File: src/rtl/hazard_scoreboard.sv
// Hazard scoreboard: one entry per post-D stage, youngest-match stall and forward-select decode.
// Optional multiply/divide busy tracking is enabled by defining HAZARD_MDU_EN.
module hazard_scoreboard #(
   parameter int STAGES = 3,
   parameter int AW     = 5,
   parameter int TW     = 2,
   parameter int SELW   = 3
`ifdef HAZARD_MDU_EN
   ,
   parameter int MDU_LAT = 5
`endif
) (
   input  logic            clk,
   input  logic            reset,
   input  logic            flush,
   input  logic            d_valid,
   input  logic [AW-1:0]   d_rs,
   input  logic [AW-1:0]   d_rt,
   input  logic [TW-1:0]   d_tuse_rs,
   input  logic [TW-1:0]   d_tuse_rt,
   input  logic [AW-1:0]   d_waddr,
   input  logic [TW-1:0]   d_tnew,
`ifdef HAZARD_MDU_EN
   input  logic            md_start,
   input  logic            md_use,
   output logic            mdu_busy,
`endif
   output logic            stall,
   output logic [SELW-1:0] fwd_sel_rs,
   output logic [SELW-1:0] fwd_sel_rt,
   output logic            busy_any
);

   logic [STAGES-1:0]         valid_r;
   logic [STAGES-1:0][AW-1:0] waddr_r;
   logic [STAGES-1:0][TW-1:0] tnew_r;

   logic            hit_rs_s, hit_rt_s, haz_rs_s, haz_rt_s;
   logic [TW-1:0]   tnew_rs_s, tnew_rt_s;
   logic [SELW-1:0] sel_rs_s, sel_rt_s, fwd_rs_s, fwd_rt_s;
   logic [STAGES-1:0] busy_vec_s;
   logic            stall_base_s, stall_s, load_s;

   // Scans oldest to youngest so the lowest-index match overrides: returns {hit, tnew, sel}.
   function automatic logic [SELW+TW:0] youngest_match(
      input logic [AW-1:0]               src,
      input logic [STAGES-1:0]           valid,
      input logic [STAGES-1:0][AW-1:0]   waddr,
      input logic [STAGES-1:0][TW-1:0]   tnew
   );
      logic            hit;
      logic            m;
      logic [TW-1:0]   tn;
      logic [SELW-1:0] sel;
      hit = 1'b0;
      tn  = {TW{1'b0}};
      sel = {SELW{1'b0}};
      for (int i = STAGES - 1; i >= 0; i--) begin
         m   = (src != {AW{1'b0}}) && valid[i] && (waddr[i] == src);
         hit = m ? 1'b1 : hit;
         tn  = m ? tnew[i] : tn;
         sel = m ? SELW'(i + 1) : sel;
      end
      return {hit, tn, sel};
   endfunction

   // Source lookup, hazard detection and forward-select decode.
   always_comb begin
      {hit_rs_s, tnew_rs_s, sel_rs_s} = youngest_match(d_rs, valid_r, waddr_r, tnew_r);
      {hit_rt_s, tnew_rt_s, sel_rt_s} = youngest_match(d_rt, valid_r, waddr_r, tnew_r);
      haz_rs_s     = hit_rs_s && (tnew_rs_s > d_tuse_rs);
      haz_rt_s     = hit_rt_s && (tnew_rt_s > d_tuse_rt);
      fwd_rs_s     = (hit_rs_s && (tnew_rs_s == {TW{1'b0}})) ? sel_rs_s : {SELW{1'b0}};
      fwd_rt_s     = (hit_rt_s && (tnew_rt_s == {TW{1'b0}})) ? sel_rt_s : {SELW{1'b0}};
      stall_base_s = d_valid && (haz_rs_s || haz_rt_s);
      for (int i = 0; i < STAGES; i++) begin
         busy_vec_s[i] = valid_r[i] && (tnew_r[i] != {TW{1'b0}});
      end
   end

`ifdef HAZARD_MDU_EN
   localparam int CW = $clog2(MDU_LAT + 1);
   logic [CW-1:0] mdu_cnt_r;
   logic          md_accept_base_s, md_load_s;

   // The start-in-E term uses the register-hazard stall only, which keeps the stall free of a loop.
   always_comb begin
      md_accept_base_s = md_start && !flush && !stall_base_s;
      stall_s   = stall_base_s ||
                  (d_valid && md_use && ((mdu_cnt_r != {CW{1'b0}}) || md_accept_base_s));
      md_load_s = md_start && !flush && !stall_s;
   end

   // Multiply/divide busy countdown; a running count survives flush.
   always_ff @(posedge clk or negedge reset) begin
      if (!reset) begin
         mdu_cnt_r <= {CW{1'b0}};
      end else if (md_load_s) begin
         mdu_cnt_r <= CW'(MDU_LAT);
      end else if (mdu_cnt_r != {CW{1'b0}}) begin
         mdu_cnt_r <= mdu_cnt_r - CW'(1);
      end else begin
         mdu_cnt_r <= mdu_cnt_r;
      end
   end

   assign mdu_busy = reset && (mdu_cnt_r != {CW{1'b0}});
`else
   assign stall_s = stall_base_s;
`endif

   assign load_s = !flush && !stall_s && d_valid && (d_waddr != {AW{1'b0}});

   // Entry pipeline: shifts every edge, stall only turns the entry-0 load into a bubble.
   always_ff @(posedge clk or negedge reset) begin
      if (!reset) begin
         valid_r <= {STAGES{1'b0}};
         waddr_r <= {(STAGES*AW){1'b0}};
         tnew_r  <= {(STAGES*TW){1'b0}};
      end else begin
         for (int k = 1; k < STAGES; k++) begin
            valid_r[k] <= valid_r[k-1];
            waddr_r[k] <= waddr_r[k-1];
            tnew_r[k]  <= (tnew_r[k-1] != {TW{1'b0}}) ? tnew_r[k-1] - TW'(1) : {TW{1'b0}};
         end
         if (load_s) begin
            valid_r[0] <= 1'b1;
            waddr_r[0] <= d_waddr;
            tnew_r[0]  <= d_tnew;
         end else begin
            valid_r[0] <= 1'b0;
            waddr_r[0] <= {AW{1'b0}};
            tnew_r[0]  <= {TW{1'b0}};
         end
      end
   end

   assign stall      = reset && stall_s;
   assign fwd_sel_rs = reset ? fwd_rs_s : {SELW{1'b0}};
   assign fwd_sel_rt = reset ? fwd_rt_s : {SELW{1'b0}};
   assign busy_any   = reset && (|busy_vec_s);

endmodule

File: config.mk
export PLATFORM = sky130hd
export DESIGN_NAME = hazard_scoreboard
export DESIGN_NICKNAME = d
export VERILOG_FILES = /design/src/rtl/hazard_scoreboard.sv
export SDC_FILE = /design/constraint.sdc
export NUM_CORES = 1
export LEC_CHECK = 0
export BUFFER_PORTS_ARGS = -buffer_cell sky130_fd_sc_hd__buf_2
export CAP_MARGIN = 0
export CORE_MARGIN = 1
export CORE_UTILIZATION = 57
export DETAILED_ROUTE_END_ITERATION = 10
export MAX_ROUTING_LAYER = met4
export PLACE_DENSITY = 0.84
export RECOVER_POWER = 100
export SLEW_MARGIN = 20
export SYNTH_ARGS = -nofsm -noshare
export SYNTH_HDL_FRONTEND = slang
export SYNTH_SLANG_ARGS = --single-unit
File: constraint.sdc
create_clock -name clk -period 4.3 [get_ports clk]
set_input_delay 0 -clock clk [delete_from_list [all_inputs] [get_ports clk]]
set_output_delay 0 -clock clk [all_outputs]
set_load 0.01 [all_outputs]
After elaboration in Yosys (flattened, before gate mapping)
Index checks and enable logic that the tools add are counted.
Widths: inputs -> output; s select.
{"block": "totals", "output_inout_bits": 8, "reg_bits": 24, "in_bits": 25}
{"block": "op_classes", "order_cmp": 2, "addsub": 2, "n_eq_ne": 6, "mux": 27, "reduce_logical": 37}
{"operator": "$mux 2", "count": 19}
{"operator": "$eq 5x5->1", "count": 6}
{"operator": "$logic_and 1x1->1", "count": 25}
{"operator": "$reduce_bool 5->1", "count": 3}
{"operator": "$mux 1", "count": 7}
{"operator": "$reduce_bool 2->1", "count": 3}
{"operator": "$mux 5", "count": 1}
{"operator": "$gt 2x2->1", "count": 2}
{"operator": "$logic_not 2->1", "count": 2}
{"operator": "$sub 2x1->2 const B", "count": 2}
{"operator": "$reduce_or 3->1", "count": 1}
{"operator": "$logic_not 1->1", "count": 2}
{"operator": "$logic_or 1x1->1", "count": 1}

Depth between registers and ports, before layout
Gate-level depths: netlist (run 1).
{"block": "depth", "ltp_word": 15, "mapped_depth": 13}

Least setup slack after synthesis (run 1)
Ideal clock, no wire load.
{"block": "synth_path", "path_type": "register to register", "startpoint": "reg waddr_r[10] in the netlist's numbering", "endpoint": "reg tnew_r[0] in the netlist's numbering", "arrival_ns": 2.453, "t_required_ns": 4.233, "setup_slack_ns": 1.780, "path_stages_with_launch": 12, "cell_sequence": "dfrtp_1 xnor2_1 nand4_1 nor4_1 nand3b_1 a31oi_1 ha_1 a21oi_1 a21oi_1 o31a_1 nor4b_4 and3_1"}
{"block": "synth_via", "elab_chain_len": 14}
{"element": "from (decl)", "line_no": "35", "rtl": "logic [STAGES-1:0][AW-1:0] waddr_r;"}
{"element": "from (signal assigned)", "line_no": "118", "rtl": "waddr_r <= {(STAGES*AW){1'b0}};"}
{"element": "from (signal, indexed assignment)", "line_no": "123", "rtl": "waddr_r[k] <= waddr_r[k-1];"}
{"element": "$eq 5x5->1", "line_no": "59", "rtl": "m = (src != {AW{1'b0}}) && valid[i] && (waddr[i] == src);"}
{"element": "$logic_and 1x1->1", "line_no": "59"}
{"element": "$mux 2 (3 in series)", "line_no": "61", "rtl": "tn = m ? tnew[i] : tn;"}
{"element": "$gt 2x2->1 (on tied branches)", "line_no": "71, 72"}
{"element": "$logic_and 1x1->1 (on tied branches)", "line_no": "71, 72"}
{"element": "$logic_or 1x1->1 *", "line_no": "75", "rtl": "stall_base_s = d_valid && (haz_rs_s || haz_rt_s);"}
{"element": "$logic_and 1x1->1 *", "line_no": "75"}
{"element": "$logic_not 1->1 *", "line_no": "112", "rtl": "assign load_s = !flush && !stall_s && d_valid && (d_waddr != {AW{1'b0}});"}
{"element": "$logic_and 1x1->1 * (3 in series)", "line_no": "112"}
{"element": "$mux 2 *", "line_no": "126", "rtl": "if (load_s) begin"}
{"element": "to (signal assigned)", "line_no": "119", "rtl": "tnew_r <= {(STAGES*TW){1'b0}};"}
{"element": "to (signal, indexed assignment)", "line_no": "124", "rtl": "tnew_r[k] <= (tnew_r[k-1] != {TW{1'b0}}) ? tnew_r[k-1] - TW'(1) : {TW{1'b0}};"}
{"element": "to (decl)", "line_no": "36", "rtl": "logic [STAGES-1:0][TW-1:0] tnew_r;"}
Every way passes the cells marked *; elsewhere a longest branch is shown, timed or not.

Final worst setup path (run 1)
{"block": "layout_path", "startpoint": "reg waddr_r[11] in the netlist's numbering", "endpoint": "out stall"}
{"block": "layout_via", "elab_chain_len": 10}
{"element": "$eq 5x5->1", "line_no": "59"}
{"element": "$logic_and 1x1->1", "line_no": "59"}
{"element": "$mux 2 (3 in series)", "line_no": "61"}
{"element": "$gt 2x2->1 (on tied branches)", "line_no": "71, 72"}
{"element": "$logic_and 1x1->1 (on tied branches)", "line_no": "71, 72"}
{"element": "$logic_or 1x1->1 *", "line_no": "75"}
{"element": "$logic_and 1x1->1 *", "line_no": "75"}
{"element": "$logic_and 1x1->1 *", "line_no": "138", "rtl": "assign stall = reset && stall_s;"}
{"element": "to (decl)", "line_no": "28", "rtl": "output logic stall,"}
Marked as above.

==> results.json, run 1 <==
{
  "switching_share_pct": 23.6,
  "setup_viol": 0,
  "p_comb_share_pct": 15.1,
  "die-area_um2": 2720,
  "grt_start_max_net_pins": 27,
  "post-route-drc-count": 0,
  "drt_iter0_markers": 35,
  "synth-main-ff-cell": "dfrtp_1",
  "numClockSinks": 24,
  "port_buffers": 30,
  "cp.arrival_ps": 3130,
  "netlist_instances": 142,
  "finClkSkew_ps": 5.18,
  "rsz0062_at_grt": "false",
  "areaGrowthSynthToFinish_pct": 20.8,
  "async_flop_share_pct": 100,
  "via_per_inst": 5.75,
  "max_slew.worst_pin.slew_ps": 1310,
  "via_count": 1213,
  "cp_max_fo": 4,
  "htreeDepth": 1,
  "synth_area_leaders": "dfrtp_1 42%, xnor2_1 16%, and2_1 3.5%",
  "yosysSeqAreaShare_pct": 42.0,
  "nets": 213,
  "synthTopCellsByCount": "26 x xnor2_1, 24 x dfrtp_1, 8 x a21oi_1, 8 x and2_1, 8 x nand2_1",
  "multi_input_area_um2": 797,
  "yosysMostFrequentCell": "xnor2_1",
  "leakage_uw": 0.000753,
  "setup_tns_ps": 0,
  "finalCritPeriodShare_pct": 72.8,
  "status": "finished clean",
  "route.detailed.wl_per_inst_um": 16.0,
  "synth_top_area_share_pct": 42.0,
  "routabilityCongestion": 0.961,
  "drtAntennaViolNets": 0,
  "pwr-share-clk_pct": 33.7,
  "drive_above_1_share_pct": 18.0,
  "grt_pass1_vias": 1318,
  "first_pass_iters": 4,
  "core-area_um2": 2300,
  "holdCritPathClass": "input port to flip-flop",
  "fmax_mhz": 319,
  "syn_area_per_cell_um2": 10.1,
  "nFillCells": 173,
  "ir_drop_uv": 270,
  "seq_area_um2": 601,
  "grt_overflow": 0,
  "hold_violations": 0,
  "clk_pin_slew_worst_paths_ps": 130,
  "syn_area_um2": 1430,
  "die_y_um": 52.1,
  "die_w_um": 52.1,
  "yosysTopAreaCell": "dfrtp_1",
  "power.density_nw_per_um2": 276,
  "clock_latency_ps": 310,
  "worstPathRequired_ps": 4300,
  "antennaDiodeCount": 0,
  "p_int_uw": 364,
  "antenna_found_initial": 0,
  "worst_slack_ps": 1170,
  "grtUsageTotal_pct": 30.4,
  "slew_headroom_pct": 12.4,
  "cts-root-buf": "clkbuf_4",
  "seqPwrFrac_pct": 51.2,
  "cts_tree": "done",
  "start_kind": "flip-flop",
  "p_switching_uw": 112,
  "max_cap_violations": 0,
  "synth_cell_types": 34,
  "num_io_pins": 33,
  "post-place-ws_ps": 1310,
  "synth-seq-cells": 24,
  "worst_setup_path_end_kind": "output port",
  "clockBufferDepth": 2,
  "num_rows": 17,
  "critPathKind": "flip-flop to output port",
  "period_needed_ps": 3130,
  "start_util_pct": 62.3,
  "synth-edff-count": 0,
  "drv_slew": 0,
  "grt_pass1_wl_mm": 5.63,
  "ys_warn_count": 0,
  "numCtsBuffers": 3,
  "dp_hpwl_mm": 2.58,
  "drt_wl_total_mm": 3.37
}
==> critical path, cell delays in order, from the launching register on <==
cell,delay [ps]
dfrtp_1,430
xnor2_1,200
nand4_1,110
nor4_1,580
nand3b_1,140
a31oi_1,320
ha_1,300
a21oi_1,150
o31a_1,220
o211a_1,190
clkbuf_1,170
==> metal layers <==
metal | vias to the layer above | global-route usage [%] | part of all wire, %
met4 | 0 | 10.8 | 1.7
met1 | 584 | 35.0 | 41
li1 | 574 | - | -
met5 | - | - | 0
met3 | 9 | 4.39 | 4.8
met2 | 46 | 53.4 | 52
==> registers in the layout, indices dropped and copies added, names as in the netlist <==
register and count:
valid_r 3, waddr_r 15, tnew_r 6
==> layout make-up <==
type,instances,area share (%)
Multi-Input combinational cell,111,46.1
Sequential cell,24,34.7
Timing Repair Buffer,38,12.8
Tap cell,28,2.03
Clock inverter,1,1.74
Clock buffer,3,1.30
Inverter,6,1.30
==> cell usage in the layout (no fill, tap or decap), types with 2 or more instances in the layout <==
| cell | instances |
|---|---|
| or3_1 | 2 |
| nand4_1 | 6 |
| conb_1 | 2 |
| inv_1 | 6 |
| clkbuf_1 | 7 |
| o21ai_0 | 5 |
| nand3b_1 | 3 |
| nand2_1 | 8 |
| ha_1 | 4 |
| nor3_1 | 6 |
| nand2b_1 | 2 |
| and3_1 | 2 |
| clkbuf_4 | 3 |
| buf_2 | 23 |
| dfrtp_1 | 24 |
| a21oi_1 | 8 |
| xor2_1 | 4 |
| and2_0 | 6 |
| nor4_1 | 3 |
| a31oi_1 | 2 |
| nor2b_1 | 2 |
| xnor2_1 | 26 |
| nor2_1 | 4 |
| o31a_1 | 2 |
| and2_1 | 2 |
| dlygate4sd3_1 | 8 |
==> cell families (layout without fill, tap and decap cells) <==
| logic type | Yosys count | in the layout | share of synthesized area [%] |
|---|---|---|---|
| DFF | 24 | 24 | 42.0 |
| buffers and inverters | 8 | 48 | 2.62 |
| adders and majority gates | 4 | 4 | 3.50 |
| AOI/OAI and AO/OA | 20 | 20 | 8.57 |
| xor gates and xnor gates | 30 | 30 | 18.4 |
| and+or+nand+nor | 53 | 53 | 23.3 |
| muxes | 2 | 2 | 1.49 |
| other | 1 | 2 | 0.262 |
==> power groups by stage <==
stage,Combinational (uW),Clock [uW],Sequential (uW)
2_1_floorplan,38.0,0,245
3_3_place_gp,62.8,0,247
3_5_place_dp,65.9,0,248
4_1_cts,71.5,164,244
5_1_grt,79.4,174,245
6_report,71.8,161,244
==> final timing paths <==
check,startpoint,cells after the start,end,slack (ps)
worst max-delay path,waddr_r[11],10,stall,1170
worst min-delay path,flush,3,waddr_r[4],20
worst max register to register,waddr_r[11],11,tnew_r[0],1220
worst min register to register,valid_r[1],0,valid_r[2],440
max in group asynchronous,reset,2,valid_r[1],3040
min in group asynchronous,reset,2,waddr_r[3],490
==> stage by stage <==
step / hold WS, ps / utilization, % / cells / area, um^2 / power (uW)
after floorplan: -296 / - / 143 / 1440 / 283
after global placement: 9.92 / 69.9 / 199 / 1610 / 310
after detailed placement: 13.3 / 69.9 / 199 / 1610 / 314
after CTS: 14.1 / 75.7 / 211 / 1740 / 479
after global routing: 15.9 / 75.3 / 211 / 1730 / 498
final: 16.6 / 75.3 / 211 / 1730 / 477
==> timing repair <==
item / in CTS / in global routing
hold buffers: 8 / 0
setup buffers: 0 / 0
gates resized for setup: 0 / 0
endpoints found under the hold margin: 31 / 0
Note: power is estimated with default switching activity, not from simulation.
==> run 2, diff against run 1 <==
Settings changed: ABC_AREA from default to 1, CORE_UTILIZATION 57 to 50, PLACE_DENSITY 0.84 to 0.76.
Clock period 4.3 ns to 2.8 ns, I/O delays scaled along.
==> results.json, run 2 <==
{
  "p_comb_share_pct": 21.6,
  "synth_area_leaders": "dfrtp_1 35%, nand2_1 17%, inv_1 11%",
  "port_buffers": 30,
  "seqPwrFrac_pct": 52.5,
  "final_common_cell": "nand2_1",
  "worst_slack_ps": 183,
  "num_rows": 20,
  "synth-main-ff-cell": "dfrtp_1",
  "cts-root-buf": "clkbuf_4",
  "p_switching_uw": 207,
  "cp_slowest_stage_delay_ps": 550,
  "via_per_inst": 4.68,
  "fmax_mhz": 382,
  "status": "finished, violations left",
  "netlist_instances": 257,
  "antennaDiodeCount": 0,
  "cts_tree": "done",
  "grt_start_max_net_pins": 30,
  "grt_overflow": 0,
  "yosysSeqAreaShare_pct": 34.8,
  "drive_above_1_share_pct": 25.0,
  "yosysTopAreaCell": "dfrtp_1",
  "cp_max_fo": 4,
  "worst_setup_path_end_kind": "flip-flop",
  "setup_viol": 0,
  "synth-edff-count": 0,
  "drt_iter0_markers": 111,
  "antenna_found_initial": 0,
  "ir_drop_uv": 253,
  "areaGrowthSynthToFinish_pct": 26.3,
  "post-route-drc-count": 0,
  "start_kind": "flip-flop",
  "dp_hpwl_mm": 2.85,
  "leakage_uw": 0.00121,
  "worstPathRequired_ps": 3010,
  "top_regs": "waddr_r (15), tnew_r (6), valid_r (3)",
  "syn_area_um2": 1720,
  "start_util_pct": 54.7,
  "clockBufferDepth": 2,
  "nets": 338,
  "first_pass_iters": 4,
  "max_slew.worst_pin.slew_ps": 1500,
  "route.detailed.wl_per_inst_um": 11.3,
  "grt_pass1_wl_mm": 6.72,
  "synth_top_area_share_pct": 34.8,
  "switching_share_pct": 29.2,
  "drtAntennaViolNets": 0,
  "period_needed_ps": 2620,
  "die_y_um": 60.7,
  "drv_slew": 29,
  "via_count": 1648,
  "finClkSkew_ps": 2.06,
  "cp.arrival_ps": 2830,
  "slew_headroom_pct": -0.131,
  "die-area_um2": 3690,
  "critPathKind": "flip-flop to flip-flop",
  "p_int_uw": 503,
  "hold_ws_ps": -15.0,
  "yosysMostFrequentCell": "nand2_1",
  "ys_warn_count": 0,
  "grtUsageTotal_pct": 25.8,
  "setup_tns_ps": 0,
  "violations": "negative hold slack, max-capacitance violations, max-slew violations",
  "async_flop_share_pct": 100,
  "hold_violations": 1,
  "max_cap_violations": 1,
  "path_cells": "inv_1, nand2_1, nand4_1, nor2_2, nand2_2, buf_4, nand3_1, nand3_1, nand2_2, ha_1, a21oi_2, nand2_4, nand3_2, nor2_1, dlygate4sd3_1",
  "syn_area_per_cell_um2": 6.71,
  "grt_pass1_vias": 1566,
  "post-place-ws_ps": 553,
  "numClockSinks": 24,
  "synthTopCellsByCount": "76 x nand2_1, 50 x inv_1, 27 x nor2_1",
  "core-area_um2": 3150,
  "final_cell_mix": "73 x nand2_1, 50 x inv_1, 24 x buf_2",
  "numCtsBuffers": 3,
  "power.density_nw_per_um2": 326,
  "holdCritPathClass": "input port to flip-flop",
  "pwr-share-clk_pct": 26.0,
  "finalCritPeriodShare_pct": 93.5,
  "htreeDepth": 1,
  "routabilityCongestion": 0.844,
  "clk_pin_slew_worst_paths_ps": 130,
  "synth_cell_types": 24,
  "drt_wl_total_mm": 3.96,
  "top_register": "waddr_r",
  "synth-seq-cells": 24,
  "largest_register_ffs": 15,
  "die_w_um": 60.7,
  "clock_latency_ps": 310,
  "cpMaxStageDelayCell": "dlygate4sd3_1",
  "num_io_pins": 33
}
-- run 2: changes by cell type after synthesis, moves of 5 or more --
| cell | previous run | this run |
|---|---|---|
| nor3_1 | 6 | 0 |
| inv_1 | 6 | 50 |
| nor2_2 | 1 | 6 |
| nand2_1 | 8 | 76 |
| nand2_2 | 0 | 6 |
| nand3_1 | 0 | 18 |
| xnor2_1 | 26 | 4 |
| and2_1 | 8 | 0 |
| nor2_1 | 4 | 27 |
-- run 2: worst paths after layout --
kind / start / depth (start not counted) / slack, ps / endpoint
max in group asynchronous: reset / 2 / 1260 / waddr_r[6]
min in group asynchronous: reset / 2 / 570 / waddr_r[5]
worst min-delay path: flush / 4 / -20 / waddr_r[3]
worst max-delay path: waddr_r[7] / 15 / 180 / waddr_r[2]
worst max register to register: waddr_r[7] / 15 / 180 / waddr_r[2]
worst min register to register: valid_r[0] / 0 / 430 / valid_r[1]
-- run 2: kinds of logic after synthesis --
logic type	synth area share (%)
flip-flops	34.8
buffers and inverters	12.6
XOR/XNOR	3.05
adder cells (fa/ha/maj)	2.90
AO/OA/AOI/OAI	5.81
AND/OR/NAND/NOR	40.6
other	0.217
-- run 2: final cells by class --
type	instances	area, um^2
Clock buffer	4	36.3
Multi-Input combinational cell	178	978
Inverter	54	203
Timing Repair Buffer	48	303
Tap cell	44	55.1
Fill cell	289	976
Sequential cell	24	602
-- run 2: power by group through the flow --
stage	clock (uW)	combinational, uW	sequential [uW]
floorplan	0	81.9	375
global placement	0	126	379
detailed placement	0	127	379
finish	184	153	373
global route	207	174	375
CTS	190	137	372
-- run 2: repair_timing --
action	4_1_cts	5_1_grt
hold buffers	10	0
hold endpoints to repair	31	0
setup buffers	0	8
resized for setup	0	20
endpoints found under the setup margin	0	3
-- run 2: critical path: cells and delay by family, from the launching register on --
family                   cells  cell delay (ps)
AO/OA/AOI/OAI                1              180
AND/OR/NAND/NOR             10              940
adder cells (fa/ha/maj)      1              230
buffers and inverters        3              750
flip-flops                   1              410
-- run 2: per-layer routing --
layer / track usage, % / share of wire, % / wire [um] / vias to the layer above
li1: - / - / - / 874
met1: 34.3 / 45 / 1800 / 726
met2: 40.8 / 48 / 1890 / 44
met3: 3.41 / 5.6 / 222 / 4
met4: 8.12 / 1.1 / 44 / 0
met5: - / 0 / 0 / -
-- run 2: per-stage QoR --
step	cell area [um^2]	instances	power [uW]	hold slack [ps]	util [%]
2_1_floorplan	1730	258	457	-296	-
3_5_place_dp	1920	330	506	43.7	60.8
5_1_grt	2180	352	756	-26.5	69.0
4_1_cts	2050	344	700	0.727	65.2
6_report	2180	352	710	-15.0	69.0
3_3_place_gp	1920	330	505	45.4	60.8
